--- src/rtl/maze_game.sv ---
// Grid maze game: one-step moves on a COLS x ROWS board with traps, a goal,
// a life counter and an optional move limit. All outputs come straight from registers.
module maze_game #(
  parameter int                     COLS      = 4,
  parameter int                     ROWS      = 4,
  parameter int                     START_X   = 0,
  parameter int                     START_Y   = 0,
  parameter int                     GOAL_X    = 3,
  parameter int                     GOAL_Y    = 3,
  parameter logic [ROWS*COLS-1:0]   TRAP_MAP  = 16'h0420,
  parameter int                     LIVES     = 3,
  parameter int                     MAX_MOVES = 32
) (
  input  logic                                  clk,
  input  logic                                  reset,
  input  logic                                  N,
  input  logic                                  S,
  input  logic                                  E,
  input  logic                                  W,
  output logic                                  WIN,
  output logic                                  DIE,
  output logic                                  hit,
  output logic                                  bad_move,
  output logic [$clog2(COLS)-1:0]               pos_x,
  output logic [$clog2(ROWS)-1:0]               pos_y,
  output logic [$clog2(LIVES+1)-1:0]            lives,
  output logic [(($clog2(MAX_MOVES+1) < 6) ? 6 : $clog2(MAX_MOVES+1))-1:0] moves,
  output logic [1:0]                            dbg_state_o
);

  localparam int XW = $clog2(COLS);
  localparam int YW = $clog2(ROWS);
  localparam int LW = $clog2(LIVES+1);
  localparam int MW = ($clog2(MAX_MOVES+1) < 6) ? 6 : $clog2(MAX_MOVES+1);

  // dbg_state_o encoding: 0=PLAY, 1=HIT, 2=WON, 3=DEAD
  typedef enum logic [1:0] {
    PLAY = 2'd0,
    HIT  = 2'd1,
    WON  = 2'd2,
    DEAD = 2'd3
  } state_t;

  state_t        state_q, state_d;
  logic [XW-1:0] x_q, x_d, tx;
  logic [YW-1:0] y_q, y_d, ty;
  logic [LW-1:0] lives_q, lives_d, lives_dec;
  logic [MW-1:0] moves_q, moves_d, moves_inc;
  logic          bad_q, bad_d;
  logic [2:0]    dir_cnt;
  logic          off_grid, is_goal, is_trap, at_limit;

  // Candidate target for a single-direction request; edges are caught
  // before any arithmetic so coordinates never wrap.
  always_comb begin
    dir_cnt  = {2'b00, N} + {2'b00, S} + {2'b00, E} + {2'b00, W};
    tx       = x_q;
    ty       = y_q;
    off_grid = 1'b0;
    if (E) begin
      if (x_q == XW'(COLS-1)) off_grid = 1'b1;
      else                    tx = x_q + XW'(1);
    end else if (W) begin
      if (x_q == '0) off_grid = 1'b1;
      else           tx = x_q - XW'(1);
    end else if (S) begin
      if (y_q == YW'(ROWS-1)) off_grid = 1'b1;
      else                    ty = y_q + YW'(1);
    end else if (N) begin
      if (y_q == '0) off_grid = 1'b1;
      else           ty = y_q - YW'(1);
    end

    is_trap = 1'b0;
    for (int i = 0; i < ROWS*COLS; i++) begin
      if (i == (int'(ty) * COLS + int'(tx))) is_trap = TRAP_MAP[i];
    end
    is_goal = (int'(tx) == GOAL_X) && (int'(ty) == GOAL_Y);

    // Saturating count only matters with an unlimited budget.
    moves_inc = (moves_q == '1) ? moves_q : moves_q + MW'(1);
    at_limit  = (MAX_MOVES != 0) && (int'(moves_inc) == MAX_MOVES);
    lives_dec = (lives_q != '0) ? lives_q - LW'(1) : '0;
  end

  always_comb begin
    state_d = state_q;
    x_d     = x_q;
    y_d     = y_q;
    lives_d = lives_q;
    moves_d = moves_q;
    bad_d   = 1'b0;
    case (state_q)
      PLAY: begin
        if (dir_cnt > 3'd1) begin
          bad_d = 1'b1;
        end else if (dir_cnt == 3'd1) begin
          if (off_grid) begin
            bad_d = 1'b1;
          end else begin
            x_d     = tx;
            y_d     = ty;
            moves_d = moves_inc;
            if (is_goal) begin
              state_d = WON;
            end else if (is_trap) begin
              lives_d = lives_dec;
              // A trap on the last allowed move still ends the game.
              if (lives_dec == '0 || at_limit) state_d = DEAD;
              else                             state_d = HIT;
            end else if (at_limit) begin
              state_d = DEAD;
            end
          end
        end
      end
      HIT: begin
        x_d     = XW'(START_X);
        y_d     = YW'(START_Y);
        state_d = PLAY;
      end
      default: ;
    endcase
  end

  always_ff @(posedge clk) begin
    if (!reset) begin
      state_q <= PLAY;
      x_q     <= XW'(START_X);
      y_q     <= YW'(START_Y);
      lives_q <= LW'(LIVES);
      moves_q <= '0;
      bad_q   <= 1'b0;
    end else begin
      state_q <= state_d;
      x_q     <= x_d;
      y_q     <= y_d;
      lives_q <= lives_d;
      moves_q <= moves_d;
      bad_q   <= bad_d;
    end
  end

  assign WIN         = (state_q == WON);
  assign DIE         = (state_q == DEAD);
  assign hit         = (state_q == HIT);
  assign bad_move    = bad_q;
  assign pos_x       = x_q;
  assign pos_y       = y_q;
  assign lives       = lives_q;
  assign moves       = moves_q;
  assign dbg_state_o = state_q;

endmodule

--- config.mk ---
export PLATFORM = sky130hd
export DESIGN_NAME = maze_game
export DESIGN_NICKNAME = d
export VERILOG_FILES = /design/src/rtl/maze_game.sv
export SDC_FILE = /design/constraint.sdc
export NUM_CORES = 1
export LEC_CHECK = 0
export ABC_AREA = 1
export CORE_MARGIN = 1
export CORE_UTILIZATION = 53
export DETAILED_ROUTE_END_ITERATION = 6
export PLACE_DENSITY = 0.83
export SETUP_SLACK_MARGIN = 0.3
export SYNTH_ARGS = -nofsm -noshare
export SYNTH_HDL_FRONTEND = slang
export SYNTH_SLANG_ARGS = --single-unit
--- constraint.sdc ---
create_clock -name clk -period 6.1 [get_ports clk]
set_input_delay 1.22 -clock clk [delete_from_list [all_inputs] [get_ports clk]]
set_output_delay 1.22 -clock clk [all_outputs]
set_load 0.05 [all_outputs]
==> summary.txt <==
H-tree lvl count -> 1
Hold Crit Start -> lives[1]
Outcome -> completed
Worst slew pin tran -> 0.504 ns
Hold_buf cts -> 0
Post-synth EDFFs -> 0
CTS root buffer -> clkbuf_4
GP Congestion -> 0.818
DRC -> 0
Chip height -> 47.3 microns
Setup Viol. Count Final -> 0
Slowest cell delay on critical path -> 0.61 ns
Post-CTS setup buffer count -> 0
Worst r2r src -> moves[0]
Worst R2R Setup Slack -> 4.44 ns
Hold Fails Final Rpt -> 0
Register bit total from synthesis -> 15
Maximum operating frequency -> 0.274 GHz
CTS resizes -> 0
Syn_area_per_cell -> 6.46 sq um
Final worst-path cycle share -> 59.9%
Pre-Repair DR Iteration Count -> 4
Final HPWL DP -> 1870 microns
Kind of critical path -> in2reg
Maximum vdd drop -> 0.180 mV
Cell area after synthesis -> 1090 sq um
Slowest-stage cell, CP -> clkdlybuf4s50_1
Row Count -> 16
Power Density -> 197 nW/um^2
Skew-Pair Late Insertion Delay -> 0.29 ns
Share of Yosys cell area claimed by the top area cell type -> 27.6%
Most used cell, CP -> inv_1
Async SR Flop Fraction -> 0%
Setup TNS -> 0 ns
Core ar. -> 1940 sq um
Crit path time final -> 3.65 ns
DIE AREA -> 2230 sq um
Area grow syn2layout -> 26.3%
Max Buffers Root-to-Sink -> 2
Cells after Synth -> 168
Antenna Nets Post-Route -> 0
RSZ-0062 raised after global routing -> no
Ant. Diodes -> 0
Distinct cells, synth -> 26
Storage element area -> 300 sq um
Sink Count -> 15
# IOs -> 24
DR vias/cell -> 5.21
Synth Warn # -> 0
Hold Crit Depth -> 2
TritonCTS buffer count -> 3
Chip width -> 47.3 microns
CP Max Fanout -> 9
Initial core utilization -> 55.9%
Hold path endpoint -> lives[0]
Initial antenna violation count -> 0
Largest net degree at the start of global routing -> 11
Primary FF master, synth -> dfxtp_1
Nets@finish -> 206
R2R depth -> 10
Worst r2r dst -> dbg_state_o[0]
CP Launch Point -> E
Dpl cells -> 217
Fin Hold WS -> 0.485 ns
Syn_nets -> 179
Critical Path AT -> 3.84 ns
Skew final -> 0.00706 ns
Fraction of layout cells with a size suffix above 1 -> 9.79%
CP Launch Type -> input pin
CP delay by family, top -> adder cells
Drt total wl -> 2290 microns
Area leader, netlist -> dfxtp_1
Synth area leaders -> dfxtp_1 (28%), nand2_1 (12%), inv_1 (10%)
Vias in the first global route -> 840
Sequential area share after synthesis -> 27.6%
Tot GR Track Use -> 22.0%
Final Slew Violations -> 0
Buffers and inverters on the worst path -> 4
# fillers -> 181
Reg clk slew, reported paths -> 0.09 ns
Most common cell in the synthesized netlist -> nand2_1
Worst-path cell chain -> clkdlybuf4s50_1 -> inv_1 -> fa_1 -> inv_1 -> ha_1 -> inv_1 -> ha_1 -> nor3_1 -> nand3_4 -> nand2_4 -> nand3_2 -> nand2_1 -> nor2_1
CTS tree -> done
First-pass GRT wire length -> 3550 microns
Slew headroom -> 66.3%
Total gr overflow -> 0
Worst Setup End Kind -> flop
Port bufs -> 23
Leakage -> 0.577 nW
Multi-input logic area -> 664 sq um
Min-delay worst type -> reg2reg
Per-cell routed wire length -> 10.4 microns
Commonest cells post-synth -> nand2_1 (35), inv_1 (29), nor2_1 (23)
Max-cap viol count -> 0
1st-iter DRT viols -> 43
CP Data Required Time -> 6.29 ns
Non-filler cells, final -> 221
Vias -> 1151
## metal layers
layer  routed length (microns)  GRT usage, %  part of all wire (%)  up-vias
met5                         0             0                     0        -
met4                        23          5.14                   1.0        0
met3                       124          3.46                   5.4        4
met2                      1020          35.3                    44       36
met1                      1120          30.8                    49      512
li1                          -             -                     -      599
## cell type report
class,count,area share [%]
Clock buffer,4,1.92
Inverter,31,8.49
Multi-Input combinational cell,121,48.4
Sequential cell,15,21.9
Tap cell,27,2.46
Timing Repair Buffer,23,16.8
## power breakdown
| group | internal [W] | switching (W) |
|---|---|---|
| Combinational | 0.0000324 | 0.0000646 |
| Sequential | 0.000105 | 0.00000815 |
| Clock | 0.0000254 | 0.0000342 |
## through the flow
stage / instance area [sq um] / utilization (%) / total power [W] / setup WS [ns]
final: 1370 / 70.6 / 0.000270 / 2.45
after global routing: 1370 / 70.6 / 0.000286 / 2.29
after detailed placement: 1350 / 69.3 / 0.000212 / 2.13
after floorplan: 1090 / - / 0.000185 / 2.96
after global placement: 1350 / 69.3 / 0.000210 / 2.19
after CTS: 1370 / 70.6 / 0.000270 / 2.44
## worst max path at each step
stage,end,slack [ns],depth (start not counted)
after global routing,pos_x[1],2.29,11
after detailed placement,dbg_state_o[0],2.13,13
final,dbg_state_o[0],2.45,13
after floorplan,dbg_state_o[0],2.96,12
after CTS,pos_x[1],2.44,11
after global placement,pos_x[1],2.19,11
## placed cells by master (no fill, tap or decap), types with 2 or more instances in the layout
| cell | synthesis | final |
|---|---|---|
| a211oi_1 | 2 | 2 |
| a21oi_1 | 12 | 12 |
| clkbuf_4 | 0 | 3 |
| clkdlybuf4s50_1 | 0 | 23 |
| dfxtp_1 | 15 | 15 |
| ha_1 | 4 | 4 |
| inv_1 | 29 | 29 |
| inv_2 | 2 | 2 |
| nand2_1 | 35 | 35 |
| nand2_2 | 3 | 3 |
| nand3_1 | 9 | 9 |
| nand3_2 | 3 | 3 |
| nand4_1 | 3 | 3 |
| nor2_1 | 23 | 23 |
| o21ai_0 | 14 | 14 |
| o21ai_1 | 2 | 2 |
## sequential cells by signal (all words and copies together), names as in the netlist
| signal | cells |
|---|---|
| moves | 6 |
| dbg_state_o | 2 |
| lives | 2 |
| pos_y | 2 |
| bad_move | 1 |
| pos_x | 2 |
## logic make-up after synthesis
family	Yosys count	synth area share (%)
simple gates	85	39.6
flops	15	27.6
buf+inv	32	11.2
compound gates	31	15.1
fa+ha+maj	5	6.45
## worst register-to-register path, stage by stage, from the launching register on
cell     delay, ns
dfxtp_1       0.40
ha_1          0.21
nand2_1       0.11
o21ai_0       0.17
nand2_1       0.11
nand3_1       0.10
nor2_1        0.06
nor2_1        0.12
nand2_2       0.09
a21oi_1       0.13
nor2_1        0.06
(Power assumes the default switching activity.)
